**src/rtl/uart_pkg.sv**
```systemverilog
// Shared UART definitions: receiver state encoding and the bit-period divider
// that both the transmit and receive sides derive from CLK_FREQ/BAUD.
package uart_pkg;

  typedef enum logic [2:0] {
    IDLE      = 3'd0,
    START     = 3'd1,
    DATA      = 3'd2,
    STOP      = 3'd3,
    WAIT_IDLE = 3'd4
  } uart_rx_state_t;

  function automatic int uart_div(input int clk_mhz, input int baud);
    return int'((longint'(clk_mhz) * 64'd1_000_000) / longint'(baud));
  endfunction

endpackage

```
**src/rtl/uart_rx_sync2.sv**
```systemverilog
// Two-flop synchroniser for a single asynchronous input, with a selectable
// reset level so idle-high lines do not see a false edge out of reset.
module sync2 #(
  parameter logic RST_VAL = 1'b1
) (
  input  logic clk_i,
  input  logic rst_ni,
  input  logic d_i,
  output logic q_o
);

  logic [1:0] ff_q;

  always_ff @(posedge clk_i or negedge rst_ni) begin
    if (!rst_ni) ff_q <= {2{RST_VAL}};
    else         ff_q <= {ff_q[0], d_i};
  end

  assign q_o = ff_q[1];

endmodule

```
**src/rtl/uart_rx.sv**
```systemverilog
// 8N1 UART receiver, LSB first, with a one-entry holding register,
// single-cycle framing-error pulse and sticky overrun flag.
module uart_rx
  import uart_pkg::*;
#(
  parameter int CLK_FREQ = 27,
  parameter int BAUD     = 115200
) (
  input  logic       clk,
  input  logic       rst,
  input  logic       rx,
  output logic [7:0] data_out,
  output logic       data_valid,
  input  logic       data_ready,
  output logic       frame_err,
  output logic       overrun,
  output logic [2:0] dbg_state
);

  localparam int DIV  = uart_div(CLK_FREQ, BAUD);
  localparam int HALF = DIV / 2;
  localparam int CW   = $clog2(DIV);

  if (DIV < 4) begin : g_bad_div
    $error("uart_rx: bit period DIV=%0d is below the minimum of 4", DIV);
  end

  localparam logic [CW-1:0] CNT_HALF = CW'(HALF - 1);
  localparam logic [CW-1:0] CNT_LAST = CW'(DIV - 1);

  localparam logic [2:0] S_IDLE      = IDLE;
  localparam logic [2:0] S_START     = START;
  localparam logic [2:0] S_DATA      = DATA;
  localparam logic [2:0] S_STOP      = STOP;
  localparam logic [2:0] S_WAIT_IDLE = WAIT_IDLE;

  logic          rxs;
  logic [2:0]    state_q, state_d;
  logic [CW-1:0] cnt_q, cnt_d;
  logic [2:0]    bit_idx_q, bit_idx_d;
  logic [7:0]    shreg_q, shreg_d;
  logic [7:0]    data_q, data_d;
  logic          valid_q, valid_d;
  logic          ferr_q, ferr_d;
  logic          ovr_q, ovr_d;
  logic          good_stop, bad_stop, hs;

  sync2 #(.RST_VAL(1'b1)) u_sync (
    .clk_i (clk),
    .rst_ni(rst),
    .d_i   (rx),
    .q_o   (rxs)
  );

  always_comb begin
    state_d   = state_q;
    cnt_d     = (cnt_q == CNT_LAST) ? '0 : cnt_q + 1'b1;
    bit_idx_d = bit_idx_q;
    shreg_d   = shreg_q;
    good_stop = 1'b0;
    bad_stop  = 1'b0;
    case (state_q)
      S_IDLE: begin
        if (!rxs) begin
          cnt_d   = '0;
          state_d = S_START;
        end
      end
      S_START: begin
        // Mid-start-bit recheck rejects line glitches shorter than half a bit.
        if (cnt_q == CNT_HALF) begin
          if (rxs) begin
            state_d = S_IDLE;
          end else begin
            cnt_d     = '0;
            bit_idx_d = 3'd0;
            state_d   = S_DATA;
          end
        end
      end
      S_DATA: begin
        if (cnt_q == CNT_LAST) begin
          shreg_d   = {rxs, shreg_q[7:1]};
          bit_idx_d = bit_idx_q + 3'd1;
          if (bit_idx_q == 3'd7) state_d = S_STOP;
        end
      end
      S_STOP: begin
        if (cnt_q == CNT_LAST) begin
          if (rxs) begin
            good_stop = 1'b1;
            state_d   = S_IDLE;
          end else begin
            bad_stop  = 1'b1;
            state_d   = S_WAIT_IDLE;
          end
        end
      end
      S_WAIT_IDLE: begin
        if (rxs) state_d = S_IDLE;
      end
      default: state_d = S_IDLE;
    endcase
  end

  // Holding register: a transfer happens only when data_valid & data_ready are
  // both high on a rising edge; data_out is stable while data_valid is high,
  // and a byte arriving while full is dropped unless that same edge transfers.
  always_comb begin
    hs      = valid_q & data_ready;
    data_d  = data_q;
    valid_d = valid_q;
    ferr_d  = bad_stop;
    ovr_d   = ovr_q;
    if (good_stop) begin
      if (!valid_q || hs) begin
        data_d  = shreg_q;
        valid_d = 1'b1;
        if (hs) ovr_d = 1'b0;
      end else begin
        ovr_d = 1'b1;
      end
    end else if (hs) begin
      valid_d = 1'b0;
      ovr_d   = 1'b0;
    end
  end

  always_ff @(posedge clk or negedge rst) begin
    if (!rst) begin
      state_q   <= S_IDLE;
      cnt_q     <= '0;
      bit_idx_q <= 3'd0;
      shreg_q   <= 8'h00;
      data_q    <= 8'h00;
      valid_q   <= 1'b0;
      ferr_q    <= 1'b0;
      ovr_q     <= 1'b0;
    end else begin
      state_q   <= state_d;
      cnt_q     <= cnt_d;
      bit_idx_q <= bit_idx_d;
      shreg_q   <= shreg_d;
      data_q    <= data_d;
      valid_q   <= valid_d;
      ferr_q    <= ferr_d;
      ovr_q     <= ovr_d;
    end
  end

  assign data_out   = data_q;
  assign data_valid = valid_q;
  assign frame_err  = ferr_q;
  assign overrun    = ovr_q;
  assign dbg_state  = state_q;

endmodule

```
**config.mk**
```make
export PLATFORM = sky130hd
export DESIGN_NAME = uart_rx
export DESIGN_NICKNAME = d
export VERILOG_FILES = /design/src/rtl/uart_pkg.sv /design/src/rtl/uart_rx_sync2.sv /design/src/rtl/uart_rx.sv
export SDC_FILE = /design/constraint.sdc
export NUM_CORES = 1
export LEC_CHECK = 0
export ABC_AREA = 0
export BUFFER_PORTS_ARGS = -buffer_cell sky130_fd_sc_hd__buf_2
export CORE_MARGIN = 2
export CORE_UTILIZATION = 50
export DETAILED_ROUTE_END_ITERATION = 7
export GPL_TIMING_DRIVEN = 0
export PLACE_DENSITY = 0.81
export SLEW_MARGIN = 20
export SYNTH_ARGS = -nofsm -noshare
export SYNTH_HDL_FRONTEND = slang
export SYNTH_SLANG_ARGS = --single-unit
```
**constraint.sdc**
```tcl
create_clock -name clk -period 1.6 [get_ports clk]
set_input_delay 0.16 -clock clk [delete_from_list [all_inputs] [get_ports clk]]
set_output_delay 0.16 -clock clk [all_outputs]
set_load 0.005 [all_outputs]
```
### Yosys cells after proc, flatten, opt, wreduce, memory -nomap -nowiden

Index checks and enable logic that the tools add are counted.
Widths: inputs -> output; s select.

| operators by class | value |
|---|---|
| reductions and logical operators | 10 |
| multiplexer cells | 29 |
| add/subtract/negate cells | 2 |
| bitwise gates (word level) | 1 |
| eq/ne operators | 15 |

Operator list:

| operator | count |
|---|---|
| $mux 3 | 10 |
| $mux 8 | 3 |
| $pmux 8 s2 | 1 |
| $pmux 3 s5 | 1 |
| $mux 1 | 12 |
| $ne 2x2->1 const B | 6 |
| $add 8x1->8 const B | 1 |
| $eq 8x7->1 const B | 1 |
| $eq 8x8->1 const B | 1 |
| $eq 3x2->1 const B | 2 |
| $eq 3x3->1 const B | 2 |
| $pmux 3 s2 | 1 |
| $reduce_and 2->1 | 3 |
| $reduce_and 6->1 | 1 |
| $ne 2x1->1 const B | 2 |
| $reduce_and 4->1 | 1 |
| $reduce_bool 2->1 | 2 |
| $add 3x1->3 const B | 1 |
| $eq 3x1->1 const B | 1 |
| $logic_not 3->1 | 1 |
| $mux 2 | 1 |
| $and 1x1->1 | 1 |
| $logic_not 1->1 | 1 |
| $logic_or 1x1->1 | 1 |

| storage, ports and cells | value |
|---|---|
| register bits | 35 |
| logic and storage cells | 66 |
| bits of input ports | 4 |
| output and inout port bits | 14 |

### Logic depth before layout (Yosys ltp)

Gate-level depths: netlist of run 1.

| depth | value |
|---|---|
| depth after elaboration | 5 |
| gate-level depth with buffers | 6 |
| gate-level depth less buffers | 6 |

### By module

Synthesis of run 1 repeated with hierarchy kept, for this count alone.

| second synthesis, totals | value |
|---|---|
| cells, all modules | 121 |
| area total of the unflattened synthesis | 1503.9 um^2 |

By module, submodules not included:

| module | area each (um^2) | times used | sequential area each (um^2) | cells an instance |
|---|---|---|---|---|
| uart_rx | 1451.4 | 1 | 825.8 | 119 |
| sync2 | 52.6 | 1 | 52.6 | 2 |

### Worst setup path before layout of run 1

Ideal clock, no wire load.

| timing path | value |
|---|---|
| kind | register -> register |
| start | register cnt_q[0] |
| end | register cnt_q[3] |
| period minus slack after synthesis | 1785 ps |
| data required time | 1462 ps |
| cell stages (with the launch flop) | 7 |
| data arrival time | 1647 ps |
| path slack | -185 ps |
| path buffers | 0 |
| library setup time | 138 ps |
| path through | dfrtp_1 -> inv_1 -> ha_1 -> or3b_1 -> o211a_1 -> o41ai_4 -> nor2_1 |

| on the way | value |
|---|---|
| longest elaborated chain between the ends | 5 |
| elaborated cells between the ends (all ways) | 7 |
| those cells by class | add/sub: 1; eq/ne: 2; mux: 4 |

Ends and longest elaborated chain:

| what | line | RTL |
|---|---|---|
| start, declared | uart_rx.sv:39 | `logic [CW-1:0] cnt_q, cnt_d;` |
| start signal, assigned | uart_rx.sv:141 | `cnt_q <= cnt_d;` |
| $add 8x1->8 / $eq 8x8->1 (equally long branches) | uart_rx.sv:57 | `cnt_d = (cnt_q == CNT_LAST) ? '0 : cnt_q + 1'b1;` |
| $mux 8 | uart_rx.sv:57 |  |
| $mux 8 | uart_rx.sv:64, uart_rx.sv:72 |  |
| $mux 8 | uart_rx.sv:71 | `if (cnt_q == CNT_HALF) begin` |
| $pmux 8 s2 * | uart_rx.sv:62 | `case (state_q)` |
| named net cnt_d[3] | uart_rx.sv:39 |  |

Mark *: on every way through the listed nets, which the timed path passes. The rest lies on a longest branch.
A chain may end at the register's enable or synchronous reset.

### Worst setup path in the final report of run 1

| timing path | value |
|---|---|
| start | register cnt_q[1] |
| end | register state_q[0] (netlist: dbg_state[0]) |

| on the way | value |
|---|---|
| longest elaborated chain between the ends | 3 |
| elaborated cells between the ends (all ways) | 6 |
| those cells by class | eq/ne: 5; reduce/logical: 1 |

Ends and longest elaborated chain:

| what | line | RTL |
|---|---|---|
| $eq 8x8->1 / $eq 8x7->1 (equally long branches) | uart_rx.sv:82, uart_rx.sv:89, uart_rx.sv:71 |  |
| $ne 2x2->1 (no source line) | n/a |  |
| $reduce_and 6->1 (no source line) * | n/a |  |
| end signal, assigned | uart_rx.sv:140 | `state_q <= state_d;` |
| end, declared | uart_rx.sv:38 | `logic [2:0] state_q, state_d;` |

Every way passes the cells marked *; elsewhere a longest branch is shown, timed or not.

==> results of run 1 <==
## worst paths after layout
path                                 from        endpoint  slack, ns  cells after the start
setup / recovery                 cnt_q[1]    dbg_state[0]      -0.22                      7
max in group asynchronous             rst    dbg_state[2]       0.67                      2
hold / removal                 data_ready         overrun       0.22                      3
min in group asynchronous             rst    dbg_state[1]       0.42                      2
setup reg to reg                 cnt_q[1]    dbg_state[0]      -0.22                      7
hold reg to reg            u_sync.ff_q[0]  u_sync.ff_q[1]       0.36                      0
## state kept, by name, summed over array words and instances (netlist names)
register     cells
frame_err        1
cnt_q            8
shreg_q          8
dbg_state        3
u_sync.ff_q      2
bit_idx_q        3
data_valid       1
data_out         8
overrun          1
## stage by stage
stage / cell area, µm² / std cells / hold WS (ns)
global placement: 1772 / 184 / 0.2539
finish: 1999 / 203 / 0.2210
CTS: 1962 / 201 / 0.1982
global route: 1999 / 203 / 0.2076
detailed placement: 1772 / 184 / 0.2662
floorplan: 1632 / 123 / -0.1356
## kinds of logic (layout without fill, tap and decap cells)
kind of cell / Yosys count / in the layout / synth area share
multiplexers: 17 / 17 / 0.1221
AND/OR/NAND/NOR: 41 / 41 / 0.1469
AO/OA/AOI/OAI: 13 / 13 / 0.07503
buffers and inverters: 6 / 42 / 0.02234
adder cells (fa/ha/maj): 5 / 5 / 0.03990
flip-flops: 35 / 35 / 0.5603
XOR/XNOR: 6 / 6 / 0.03352
## placed cells by master, fill, tap and decap left out, types with 2 or more instances in the layout
master and n:
a22o_1 2, mux2_4 15, inv_2 2, dlygate4sd3_1 2, nand3_1 4, xor2_1 2
buf_2 17, dfrtp_1 32, nor2_1 16, mux2_2 2, buf_6 3, nor2_2 2
dfstp_2 2, clkbuf_4 5, clkbuf_8 2, nor2b_1 2, xnor2_1 4, buf_4 7
nand2_1 4, nor3_1 2, ha_1 4
## where the power goes
group,leakage (nW),internal [mW],switching [mW]
clock,0.0375,0.257,0.286
sequential,0.466,0.889,0.00379
combinational,0.476,0.00714,0.0197
## timing repair
item / CTS / global route
setup buffers: 7 / 2
gates resized for setup: 10 / 6
hold buffers: 2 / 0
endpoints found under the hold margin: 34 / 0
pin swaps: 9 / 3
setup endpoints to repair: 28 / 32
## layout make-up
class                           instances  share of cell area
Sequential cell                        35              0.4399
Multi-Input combinational cell         82              0.3773
Timing Repair Buffer                   28             0.09637
Clock buffer                            7             0.03254
Tap cell                               44             0.02753
Buffer                                  3             0.01690
Inverter                                3            0.005632
Clock inverter                          1            0.003755
## routing by layer
metal	global-route usage	wire length [µm]	vias up
li1	-	-	502
met1	0.2289	1275	528
met2	0.3152	1590	22
met3	0.06494	115	8
met4	0.07619	61	0
met5	0	0	-
## worst max-delay path, cell delays in order, from the launching register on
cell and delay (ns):
dfrtp_1 0.41, inv_2 0.08, ha_4 0.11, or3b_4 0.38, o211a_4 0.26, buf_4 0.14, a21o_2 0.18, a21o_1 0.15
==> impl_metrics.yaml, run 1 <==
outcome:
  run_status: "complete, but fails checks"
  violations: "negative setup slack"
timing:
  relative_slew_slack: 0.5001
  final.period_utilization: 1.139
  setup_tns_ns: -5.203
  fin_worst_skew_ns: 0.006099
  worstMarginPinSlew_ns: 0.7498
  final.min_clock_period_ns: 1.822
  report.final.setup_viol: 29
  timing_max_transition_violations_final: 0
  grt_setup_unrepaired: "yes"
  fin_ws_ns: -0.2222
  hold_viol_final: 0
  max_freq_mhz: 548.8
global_route:
  wire_length_of_the_first_global_routing_pass_um: 4899
  vias_in_the_first_global_route: 1091
  groute.usage.overall: 0.1913
  grt_start_max_net_pins: 36
  grt_remaining_overflow: 0
  antenna_found_initial: 0
critical_path:
  cp_data_arrival_time_ns: 2.06
  worst_setup_path_end_kind: "flip-flop"
  critPathMaxFanout: 2
  worst-setup-path-type: "flip-flop to flip-flop"
  critPathLaunchType: "flip-flop"
  worstPathRequired_ns: 1.84
layout:
  postLayoutCoreUtil: 0.6603
  combined_flip_flop_and_latch_cell_area_um2: 879.6
  antenna_cells: 0
  fillerInstances: 225
  multiInputGateArea_um2: 754.5
  post_route_cells_drive_above_1_share: 0.4654
  final_net_count: 167
  area_growth_syn_to_layout_pct: 27.53
clock_network:
  cts_root_buffer: "clkbuf_4"
  htree_levels: 2
  cts.reportedPaths.clkPinSlew_ns: 0.10
  clock_path_buffers: 2
  cts_buffer_count: 5
  clk-insertion-delay-late_ns: 0.34
  tritoncts_num_sinks: 35
  tritoncts: "built"
drt:
  drtAntennaViolNets: 0
  drt_iter0_markers: 33
  routed-via-count: 1060
  avgViaCountPerCell: 5.222
  firstDrtPassIters: 4
  wl_um: 3043
  avgRoutedWirePerCell_um: 14.99
  detail_route.drc_violations: 0
floorplanning:
  die_w_um: 60.00
  die_h_um: 60.00
  total_number_of_placement_rows: 20
  placeableCoreArea_um2: 3028
  fp.dieArea_um2: 3599
  floorplan.initialDensity: 0.5178
  top_level_ports: 18
synthesis:
  syn_area_per_cell_um2: 12.75
  synth_ff_type: "dfrtp_1"
  post_synth_inst_count: 123
  synth.area.top_cells: "dfrtp_1 (53%), mux2_2 (12%), nor2_1 (4.3%), ha_1 (4.0%), dfstp_2 (3.4%)"
  postSynthNetCount: 132
  synth.top_cell.area_share: 0.5267
  synth_edf_count: 0
  synth_largest_area_cell: "dfrtp_1"
  post-synth-top-count-cell: "dfrtp_1"
  yosysWarnings: 0
  synth.yosys.seq_area_share: 0.5603
  synth-seq-cells: 35
  async_sr_flop_fraction: 1.000
  synth.cell_area_um2: 1568
  synth.distinct_cells: 36
  synthTopCellsByCount: "dfrtp_1 (33), nor2_1 (18), mux2_2 (17)"
place:
  portBuffers: 17
  place_ws_ns: -0.3735
  gp_routability_congestion: 0.7691
  place.detailed.hpwl_um: 1877
run:
  cap_violations: 0
hold_path:
  holdCritPathClass: "input pin to flip-flop"
power:
  finalPower_mw: 1.462
  power_density_nw_per_um2: 731.2
  power_leakage_nw: 0.9792
  vdd_ir_drop_max_uv: 478.6
No activity file was read; power rests on OpenSTA's default activity.
==> run 2, diff against run 1 <==
--- a/config.mk
+++ b/config.mk
@@ -8,10 +8,10 @@
 export ABC_AREA = 0
 export BUFFER_PORTS_ARGS = -buffer_cell sky130_fd_sc_hd__buf_2
 export CORE_MARGIN = 2
-export CORE_UTILIZATION = 50
+export CORE_UTILIZATION = 51
 export DETAILED_ROUTE_END_ITERATION = 7
 export GPL_TIMING_DRIVEN = 0
-export PLACE_DENSITY = 0.81
+export PLACE_DENSITY = 0.82
 export SLEW_MARGIN = 20
 export SYNTH_ARGS = -nofsm -noshare
 export SYNTH_HDL_FRONTEND = slang
==> run 2 against run 1 <==
- the run still ends with negative setup slack left
- critical path depth stayed put
- via count is 3.6% higher
- largest power group unchanged
- cell area is 4.3% higher
- hold slack better by 0.033 ns
- setup slack worse by 0.056 ns
==> impl_metrics.yaml, run 2 (synthesized netlist as in run 1, its figures left out) <==
outcome:
  run_status: "complete, but fails checks"
  violations: "negative setup slack"
power:
  power.clock.fraction: 0.418
  finalPower_mw: 1.581
  power_leakage_nw: 1.022
  pwr-share-comb: 0.017
  p_switching_uw: 316.2
  power_density_nw_per_um2: 758.6
  share_seq_of_total_power: 0.565
  netSwitchingFraction: 0.2000
  vdd_ir_drop_max_uv: 740.7
  internal-power_mw: 1.265
floorplanning:
  die_w_um: 59.45
  fp.dieArea_um2: 3534
  die_h_um: 59.45
  total_number_of_placement_rows: 20
  floorplan.initialDensity: 0.5265
  placeableCoreArea_um2: 2978
  top_level_ports: 18
clock_network:
  cts.reportedPaths.clkPinSlew_ns: 0.10
  htree_levels: 2
  clock_path_buffers: 2
  cts_buffer_count: 5
  tritoncts: "built"
  cts_root_buffer: "clkbuf_4"
  clk-insertion-delay-late_ns: 0.34
  tritoncts_num_sinks: 35
layout:
  fillerInstances: 181
  final_net_count: 172
  area_growth_syn_to_layout_pct: 32.96
  mostFrequentLayoutCells: "dfrtp_1 (32), buf_2 (17), nor2_1 (16)"
  multiInputGateArea_um2: 769.5
  postLayoutCoreUtil: 0.7000
  post_route_cells_drive_above_1_share: 0.5000
  combined_flip_flop_and_latch_cell_area_um2: 879.6
  mostFrequentLayoutCell: "dfrtp_1"
  antenna_cells: 0
drt:
  drt_iter0_markers: 44
  wl_um: 3710
  avgRoutedWirePerCell_um: 18.83
  drtAntennaViolNets: 0
  avgViaCountPerCell: 5.574
  firstDrtPassIters: 5
  detail_route.drc_violations: 0
  routed-via-count: 1098
critical_path:
  critPathLaunchType: "flip-flop"
  cp_data_arrival_time_ns: 2.12
  critPathMaxFanout: 2
  worst-r2r-cell-count: 7
  worst-setup-path-type: "flip-flop to flip-flop"
  ff2ff_setup_slack_ns: -0.28
  worstPathRequired_ns: 1.84
  worst_setup_path_end_kind: "flip-flop"
timing:
  report.final.setup_viol: 30
  hold-worst-slack_ns: 0.2537
  relative_slew_slack: 0.5015
  fin_ws_ns: -0.2787
  grt_setup_unrepaired: "yes"
  final.period_utilization: 1.174
  worstMarginPinSlew_ns: 0.7478
  timing_max_transition_violations_final: 0
  fin_worst_skew_ns: 0.01132
  final.min_clock_period_ns: 1.879
  max_freq_mhz: 532.3
  hold_viol_final: 0
run:
  cap_violations: 0
global_route:
  wire_length_of_the_first_global_routing_pass_um: 5706
  vias_in_the_first_global_route: 1200
  antenna_found_initial: 0
  grt_remaining_overflow: 0
  grt_start_max_net_pins: 36
  groute.usage.overall: 0.2296
place:
  place.detailed.hpwl_um: 1936
  gp_routability_congestion: 0.7231
  portBuffers: 17
hold_path:
  holdCritPathClass: "input pin to flip-flop"
  whs_path_depth: 3
==> run 2: repair_timing <==
| action | in CTS | in global routing |
|---|---|---|
| pin swaps | 6 | 7 |
| setup buffers | 12 | 3 |
| hold endpoints to repair | 34 | 0 |
| hold buffers | 2 | 0 |
| cloned | 0 | 1 |
| resized for setup | 8 | 17 |
| endpoints found under the setup margin | 28 | 33 |
==> run 2: final cells by class <==
type / instances / share of cell area
Buffer: 3 / 0.01621
Clock buffer: 6 / 0.02461
Clock inverter: 2 / 0.01681
Inverter: 3 / 0.005402
Multi-Input combinational cell: 82 / 0.3691
Sequential cell: 35 / 0.4220
Tap cell: 33 / 0.01981
Timing Repair Buffer: 33 / 0.1261
==> run 2: worst paths after layout <==
check                          startpoint        endpoint
min in group asynchronous             rst     data_out[3]
max reg2reg                      cnt_q[1]    dbg_state[0]
min reg2reg                u_sync.ff_q[0]  u_sync.ff_q[1]
min                            data_ready         overrun
max in group asynchronous             rst    dbg_state[2]
max                              cnt_q[1]    dbg_state[0]
==> run 2: per-layer routing <==
metal  global-route usage  vias to the layer above  wire [µm]
li1                     -                      509          -
met1               0.2447                      546       1515
met2               0.4223                       33       1959
met3              0.04803                       10        149
met4               0.1136                        0         85
met5                    0                        -          0
==> run 2: power groups by stage <==
stage          logic, mW  registers (mW)  clock network [mW]
5_1_grt           0.0313           0.894               0.709
2_1_floorplan    0.00256           0.909                   0
4_1_cts           0.0270           0.893               0.666
6_report          0.0267           0.893               0.662
3_5_place_dp      0.0233           0.910                   0
3_3_place_gp      0.0221           0.909                   0
==> run 2: stage by stage <==
step	setup slack, ns	std cells	TNS, ns	area [µm²]
after floorplan	-0.1838	123	-3.143	1632
after global routing	-0.3305	197	-8.196	2085
after global placement	-0.3264	173	-6.123	1758
after detailed placement	-0.4185	173	-7.318	1758
final	-0.2787	197	-6.169	2085
after CTS	-0.2945	195	-7.354	1996
==> run 2: critical path, cell delays in order, from the launching register on <==
cell	delay, ns
dfrtp_1	0.41
inv_2	0.10
ha_4	0.13
or3b_4	0.39
o211a_4	0.26
buf_4	0.15
a21o_2	0.19
a21o_1	0.15
